File: src/rtl/bpu_pkg.sv
// bpu_pkg
//   Definitions shared by the next-PC generator, the IF stage and the backend
//   update path of the branch prediction unit.
//   RESET_PC   : first fetch address after reset
//   IDX_W      : btb index width (log2 of btb entry count)
//   pred_rec_t : one {pc, prediction} record as buffered for instruction fetch
package bpu_pkg;

  localparam logic [31:0] RESET_PC = 32'h1c000000;
  localparam int          IDX_W    = 5;

  typedef struct packed {
    logic [31:0]      pc;
    logic             taken;
    logic [31:0]      target;
    logic [IDX_W-1:0] idx;
    logic             hit;
  } pred_rec_t;

endpackage

File: src/rtl/bpu_pc_gen_pred_fifo.sv
// pred_fifo
//   Registered FIFO of prediction records between the next-PC generator and
//   the instruction-fetch stage.
//   clk, rst    : clock, asynchronous active-high reset
//   flush_i     : synchronous clear (wins over push and pop)
//   push_i      : write push_rec_i at the tail
//   push_rec_i  : record to write
//   pop_i       : consumer takes the head (ignored while empty)
//   head_o      : head record
//   count_o     : number of stored records, used by the producer's credit check
module pred_fifo
  import bpu_pkg::*;
#(
  parameter int DEPTH = 4,
  localparam int PTR_W = $clog2(DEPTH),
  localparam int CNT_W = PTR_W + 1
) (
  input  logic             clk,
  input  logic             rst,
  input  logic             flush_i,
  input  logic             push_i,
  input  pred_rec_t        push_rec_i,
  input  logic             pop_i,
  output pred_rec_t        head_o,
  output logic [CNT_W-1:0] count_o
);

  pred_rec_t        mem_q [DEPTH];
  pred_rec_t        mem_d [DEPTH];
  logic [PTR_W-1:0] wr_ptr_q, wr_ptr_d;
  logic [PTR_W-1:0] rd_ptr_q, rd_ptr_d;
  logic [CNT_W-1:0] count_q, count_d;
  logic             pop_ok;

  // Depth is a power of two, so the pointers wrap by plain overflow.
  always_comb begin
    mem_d    = mem_q;
    wr_ptr_d = wr_ptr_q;
    rd_ptr_d = rd_ptr_q;
    count_d  = count_q;
    pop_ok   = pop_i && (count_q != '0);
    if (flush_i) begin
      wr_ptr_d = '0;
      rd_ptr_d = '0;
      count_d  = '0;
    end else begin
      if (push_i) begin
        mem_d[wr_ptr_q] = push_rec_i;
        wr_ptr_d        = wr_ptr_q + PTR_W'(1);
      end
      if (pop_ok) begin
        rd_ptr_d = rd_ptr_q + PTR_W'(1);
      end
      count_d = count_q + CNT_W'(push_i) - CNT_W'(pop_ok);
    end
  end

  // Storage is cleared on reset so every output reads zero out of reset.
  always_ff @(posedge clk or posedge rst) begin
    if (rst) begin
      for (int i = 0; i < DEPTH; i++) begin
        mem_q[i] <= '0;
      end
      wr_ptr_q <= '0;
      rd_ptr_q <= '0;
      count_q  <= '0;
    end else begin
      mem_q    <= mem_d;
      wr_ptr_q <= wr_ptr_d;
      rd_ptr_q <= rd_ptr_d;
      count_q  <= count_d;
    end
  end

  assign head_o  = mem_q[rd_ptr_q];
  assign count_o = count_q;

  // The producer's credit check must make a push into a full FIFO impossible.
  overflow_chk: assert property (@(posedge clk) disable iff (rst)
    !(push_i && !flush_i && !pop_ok && (count_q == CNT_W'(DEPTH))));

endmodule

File: src/rtl/bpu_pc_gen.sv
// bpu_pc_gen
//   Next-PC generator sitting directly in front of the btb. Issues one fetch
//   PC per cycle, folds the btb's prediction for last cycle's PC into the
//   next fetch with no bubble, and queues {pc, prediction} records for IF.
//   clk, reset       : clock, asynchronous active-high reset
//   fetch_pc/en      : address issued to btb and instruction fetch
//   btb_*            : btb result for the PC issued in the previous cycle
//   redirect_valid/pc: backend flush and restart address
//   out_*            : FIFO head record with valid/ready handshake
module bpu_pc_gen
  import bpu_pkg::*;
#(
  parameter logic [31:0] RESET_PC = bpu_pkg::RESET_PC,
  parameter int          IDX_W    = bpu_pkg::IDX_W,
  parameter int          Q_DEPTH  = 4
) (
  input  logic             clk,
  input  logic             reset,
  output logic [31:0]      fetch_pc,
  output logic             fetch_en,
  input  logic [31:0]      btb_target,
  input  logic             btb_taken,
  input  logic [IDX_W-1:0] btb_index,
  input  logic             btb_pre_en,
  input  logic             redirect_valid,
  input  logic [31:0]      redirect_pc,
  output logic             out_valid,
  input  logic             out_ready,
  output logic [31:0]      out_pc,
  output logic             out_pred_taken,
  output logic [31:0]      out_pred_target,
  output logic [IDX_W-1:0] out_btb_index,
  output logic             out_btb_hit
);

  localparam int CNT_W = $clog2(Q_DEPTH) + 1;

  logic [31:0]      pc_q, pc_d;
  logic             s1_valid_q, s1_valid_d;
  logic [31:0]      s1_pc_q, s1_pc_d;
  logic             s1_taken;
  logic [CNT_W:0]   inflight;
  logic             credit_ok;
  logic             push;
  pred_rec_t        push_rec;
  pred_rec_t        head;
  logic [CNT_W-1:0] fifo_count;

  // Credit counts the request still waiting for its btb result, because it
  // will push next cycle whether or not IF pops. A same-cycle pop is not
  // counted, which keeps the fetch_en path short.
  always_comb begin
    s1_taken  = s1_valid_q && btb_pre_en && btb_taken;
    inflight  = {1'b0, fifo_count} + (CNT_W + 1)'(s1_valid_q);
    credit_ok = inflight < (CNT_W + 1)'(Q_DEPTH);
    fetch_en  = !reset && (redirect_valid || credit_ok);

    if (reset) begin
      fetch_pc = RESET_PC;
    end else if (redirect_valid) begin
      fetch_pc = redirect_pc;
    end else if (s1_taken) begin
      fetch_pc = btb_target;
    end else begin
      fetch_pc = pc_q;
    end

    // When stalled, the mux choice is still banked into pc so a taken
    // target resolved during the stall becomes the first fetch afterwards.
    s1_valid_d = fetch_en;
    s1_pc_d    = s1_pc_q;
    pc_d       = pc_q;
    if (fetch_en) begin
      s1_pc_d = fetch_pc;
      pc_d    = fetch_pc + 32'd4;
    end else begin
      pc_d = fetch_pc;
    end

    push            = s1_valid_q && !redirect_valid;
    push_rec.pc     = s1_pc_q;
    push_rec.taken  = s1_taken;
    push_rec.target = btb_pre_en ? btb_target : 32'd0;
    push_rec.idx    = btb_index;
    push_rec.hit    = btb_pre_en;
  end

  always_ff @(posedge clk or posedge reset) begin
    if (reset) begin
      pc_q       <= RESET_PC;
      s1_valid_q <= 1'b0;
      s1_pc_q    <= '0;
    end else begin
      pc_q       <= pc_d;
      s1_valid_q <= s1_valid_d;
      s1_pc_q    <= s1_pc_d;
    end
  end

  pred_fifo #(.DEPTH(Q_DEPTH)) u_fifo (
    .clk        (clk),
    .rst        (reset),
    .flush_i    (redirect_valid),
    .push_i     (push),
    .push_rec_i (push_rec),
    .pop_i      (out_valid && out_ready),
    .head_o     (head),
    .count_o    (fifo_count)
  );

  assign out_valid       = (fifo_count != '0);
  assign out_pc          = head.pc;
  assign out_pred_taken  = head.taken;
  assign out_pred_target = head.target;
  assign out_btb_index   = head.idx;
  assign out_btb_hit     = head.hit;

endmodule
File: config.mk
export PLATFORM = sky130hd
export DESIGN_NAME = bpu_pc_gen
export DESIGN_NICKNAME = d
export VERILOG_FILES = /design/src/rtl/bpu_pkg.sv /design/src/rtl/bpu_pc_gen_pred_fifo.sv /design/src/rtl/bpu_pc_gen.sv
export SDC_FILE = /design/constraint.sdc
export NUM_CORES = 1
export LEC_CHECK = 0
export CAP_MARGIN = 20
export CORE_MARGIN = 5
export CORE_UTILIZATION = 48
export CTS_CLUSTER_DIAMETER = 120
export CTS_CLUSTER_SIZE = 25
export DETAILED_ROUTE_END_ITERATION = 10
export GPL_ROUTABILITY_DRIVEN = 0
export PLACE_DENSITY_LB_ADDON = 0.2
export RECOVER_POWER = 25
export SETUP_SLACK_MARGIN = 0.1
export SKIP_LAST_GASP = 1
export SYNTH_ARGS = -nofsm -noshare
export SYNTH_HDL_FRONTEND = slang
export SYNTH_SLANG_ARGS = --single-unit
File: constraint.sdc
create_clock -name clk -period 92.3 [get_ports clk]
set_clock_uncertainty 0.1 [all_clocks]
set_input_delay 27.69 -clock clk [delete_from_list [all_inputs] [get_ports clk]]
set_output_delay 27.69 -clock clk [all_outputs]
set_load 0.01 [all_outputs]
Word-level counts from Yosys, hierarchy flattened:

Cells that the tools add are included.

* register bits after elaboration: 356
* input port bits: 75

* add/subtract/negate cells: 6
* $lt $le $gt $ge: 4
* muxes and demuxes: 16
* bitwise gates (word level): 3
* reduce and logical (&&, ||, !) cells: 14

Operator list (number)
* $bwmux W284: 1
* $mux W71: 3
* $mux W32: 5
* $bmux W71 S2: 1
* $demux W71 S2: 1
* $add A32 B3 Y32 const B: 1
* $mux W2: 4
* $logic_and A1 B1 Y1: 7
* $ge A3 B3 Y1 const B: 2
* $not A2 Y3: 2
* $add A2 B1 Y2 const B: 2
* $add A3 B1 Y4: 1
* $lt A4 B3 Y1 const B: 1
* $reduce_bool A2 Y1: 2
* $add A3 B1 Y3: 1
* $lt A3 B1 Y1 const B: 1
* $mux W3: 1
* $reduce_bool A3 Y1: 1
* $sub A3 B1 Y3: 1
* $logic_not A1 Y1: 2
* $reduce_and A2 Y1: 1
* $logic_or A1 B1 Y1: 1
* $not A1 Y1: 1

Depth between registers and ports, before layout:

* depth in word-level cells: 7
* depth in mapped cells: 12

Hierarchy:

From an unflattened synthesis, not the netlist that was laid out.

* cell total of the unflattened synthesis: 1204
* area, all modules: 17326.6 um^2

By module, submodules not included
* pred_fifo: times used 1, cells each 729, area an instance 13197.7 um^2
* bpu_pc_gen: times used 1, cells each 475, area an instance 4129.0 um^2

Worst setup path after synthesis:

Ideal clock, no wire load.

* kind: input -> output
* start point: in reset
* end point: out fetch_en
* arrival: 41.181 ns
* data required time: 64.510 ns
* slack: 23.329 ns
* stages: 5
* cells stage by stage: inv_1 clkbuf_1 nand2_1 inv_1 clkbuf_1

* cells in the longest elaborated chain, start to end: 2

RTL lines
* start: declaration: RTL line bpu_pc_gen.sv:18 `input logic reset,`
* $logic_not A1 Y1 (no source line)
* $logic_and A1 B1 Y1: RTL line bpu_pc_gen.sv:56 `fetch_en = !reset && (redirect_valid || credit_ok);`
* end: declaration: RTL line bpu_pc_gen.sv:20 `output logic fetch_en,`

No other way between the ends.

Worst setup path after layout:

* start point: in reset
* end point: out fetch_pc[28]

* cells in the longest elaborated chain, start to end: 1

RTL lines
* $mux W32: RTL line bpu_pc_gen.sv:58 `if (reset) begin`
* end: declaration: RTL line bpu_pc_gen.sv:19 `output logic [31:0] fetch_pc,`

No other way between the ends.

==> results.md <==
- HP Start: u_fifo.mem_q[244]
- Die Y: slightly below 200 um
- Worst r2r src: s1_valid_q
- Commonest non-fill, non-tap cell in the layout: dfrtp_1
- Final WL: approximately 41000 um
- Initial drt markers: 802
- Run status: finished, violations left
- GR Overflow Total: 0
- Worst EP required: ~65000 ps
- Top-Level Pins: 180
- Area growth, synth to finish: 16.40%
- Vias in the first global route: approximately 11000
- Post-layout minimum cycle time: about 65000 ps
- Post-Layout Cell Count: roughly 1900
- Seq/Total Area, Yosys: about 56%
- WS Path Type: in -> out
- Cells on worst reg2reg path: 4
- Failing checks: capacitance limit, slew limit
- Mapped Cells: around 1300
- Max rail drop VDD: between 0.015 and 0.02 mV
- Adder-Cell Fraction of Synth Area: less than 1%
- Mapped cell area: approximately 16000 um^2
- Nets: about 1500
- Fin crit share: 70.43%
- Storage element area: roughly 8900 um^2
- HPWL Detailed: approximately 27000 um
- Fraction of registers with async set/reset: 100.0%
- Routed metal-1 wirelength: between 15000 and 20000 um
- CTS H-Tree Depth: 1
- WL met2: ~19000 um
- Postcts setup bufs: 0
- Main flop type after synthesis: dfrtp_1
- Core Area: ~33000 um^2
- TritonCTS clock tree: built
- Max-cap violations: 5
- Worst Hold Class: reg -> reg
- CP max-delay cell: clkinvlp_2
- Pwr/cell area: approximately 26 nW/um^2
- Clk root buf: clkbuf_16
- Worst EP arrival: 37220 ps
- CP Capture Type: primary output
- Leakage: around 8.2 nW
- Critical Path Start Type: primary input
- Avg Cell Area, Syn: roughly 12 um^2
- Final setup TNS: 0 ps
- Area of the multi-input gates: between 6000 and 7000 um^2
- Share of layout cells above drive strength 1: 19.79%
- TritonCTS Sinks: about 360
- Global-route wire length before repair: 65230 um
- Compound-Gate Fraction of Synth Area: under 10%
- Total GRT Usage: approximately 23%
- Finish-stage setup viols: 0
- Via count: 10610
- RSZ-0062 raised after global routing: false
- Hold Path Depth: 2
- Register clock-pin slew on the reported worst setup and hold paths: 90 ps
- Cts repair resizes: 0
- Wire per inst: about 22 um
- Via/cell ratio: 5.560
- Share of the synthesized area in the top cell type: approximately 55%
- PortBufs: roughly 180
- Antenna cells: 0
- Clock tree buffer depth: 3
- Reg-to-reg setup timing slack: roughly 89000 ps
- Routed wl met3: approximately 2200 um
- Number of enable flip-flop cells after synthesis: 0
- Cell variety after synth: 57
- Die width: between 150 and 200 um
- Top layer in use: met4
- Largest net degree at the start of global routing: 185
- XOR/XNOR Fraction of Synth Area: 1.693%
- TritonRoute pass-1 iters: 4
- Hold Path End: u_fifo.mem_q[244]
- Die area: 37180 um^2
- Initial Utilization: around half
- Cell taking the most area after synthesis: dfrtp_1
- Mux cell area share after synthesis: about a fifth
- Inst Count DP: 1876
- Relative slew slack: -259.4%
- Largest cells by area after synthesis: dfrtp_1 (55%), mux2_2 (11%), mux4_2 (10%)
- Crit path cell chain: dlygate4sd3_1 > clkbuf_1 > clkinvlp_2 > buf_12 > o211ai_1 > clkdlybuf4s50_1
- Rows: 67
- Post-Synth Simple-Gate Area: approximately a tenth
- ANT nets after route: 0
- Peak Freq: 15.38 MHz
- FILL cells: about 2800
- Slew Viols, Final: between 200 and 300
- Largest stage delay, worst path: 5030 ps
- Worst R2R End: u_fifo.mem_q[145]
- Mapped Nets: about 1400
- Main combinational cell family by area after synthesis: multiplexers
- Total chip power: between 0.4 and 0.5 mW
- DRC viols: 0
- CTS Buf Count: 18
- Final hold viol count: 0
- Synth Register Bits: 356
- Clk_lat worst skew: about 530 ps
- Commonest cells after routing, fill and taps aside: dfrtp_1 (351), nand2_1 (287), clkdlybuf4s50_1 (177), mux2_2 (152), o21ai_0 (145)
- YS warnings: 0
- Least-Margin Pin Slew: roughly 5400 ps
- Worst-path fanout max: around 180
- CTS Hold Bufs: 0
- Antenna violations before repair: 0
-- where the power goes --
group | leakage [nW] | internal [mW] | switching, mW
clock | 0.258 | 0.0396 | 0.0509
combinational | 3.25 | 0.0970 | 0.0701
sequential | 4.65 | 0.206 | 0.0296
-- worst max-delay path: cells and delay by family --
kind,cells,cell delay (ps)
buffers and inverters,5,8860
AOI/OAI and AO/OA,1,430
-- per-layer routing --
metal	vias up	GRT usage, %
met3	47	3.202
met5	-	0
met1	5421	34.24
met4	0	4.827
li1	4880	-
met2	261	35.00
-- per-stage QoR --
step                area (um^2)  setup slack [ps]  hold WS [ps]  utilization [%]
finish                    18670             27290         382.5            56.10
global route              18670             25870         402.3            56.10
CTS                       18710             33120         389.3            56.22
detailed placement        18170             33150         366.2            54.60
global placement          18170             33220         355.9            54.60
floorplan                 16040             23330         344.6                -
-- synthesized netlist by cell type, types with 11 or more instances --
library cell and count:
inv_1 15, buf_1 22, dfrtp_1 353, mux4_2 71, a21oi_1 24, clkbuf_1 56
xnor2_1 22, nor2_1 30, nand2_1 288, mux2_2 152, nand3_1 11, o21ai_0 145
-- cell type report --
cell class	instances	share of cell area, %
Sequential cell	356	47.77
Multi-Input combinational cell	858	35.66
Clock buffer	31	2.788
Tap cell	448	3.002
Clock inverter	1	0.1072
Timing Repair Buffer	198	10.34
Inverter	16	0.3284
-- worst max-delay path by stage --
stage          cells after the start            to  slack, ps   from
3_3_place_gp                       7  fetch_pc[18]      33220  reset
3_5_place_dp                       7   fetch_pc[4]      33150  reset
4_1_cts                            7   fetch_pc[4]      33120  reset
5_1_grt                            9  fetch_pc[23]      25870  reset
2_1_floorplan                      5      fetch_en      23330  reset
6_report                           6  fetch_pc[28]      27290  reset
-- sequential cells by signal (all words and copies together) (netlist names) --
signal / cells
u_fifo.mem_q: 284
pc_q: 32
s1_pc_q: 32
u_fifo.count_o: 3
u_fifo.rd_ptr_q: 2
u_fifo.wr_ptr_q: 2
s1_valid_q: 1
-- cell families (layout without fill, tap and decap cells) --
kind of cell               after synthesis  after routing
muxes                                  226            226
adders and majority gates                9              9
AOI/OAI and AO/OA                      210            210
DFF                                    356            356
and+or+nand+nor                        382            382
xor gates and xnor gates                31             31
buffers and inverters                  112            246
Note: power is estimated with default switching activity, not from simulation.
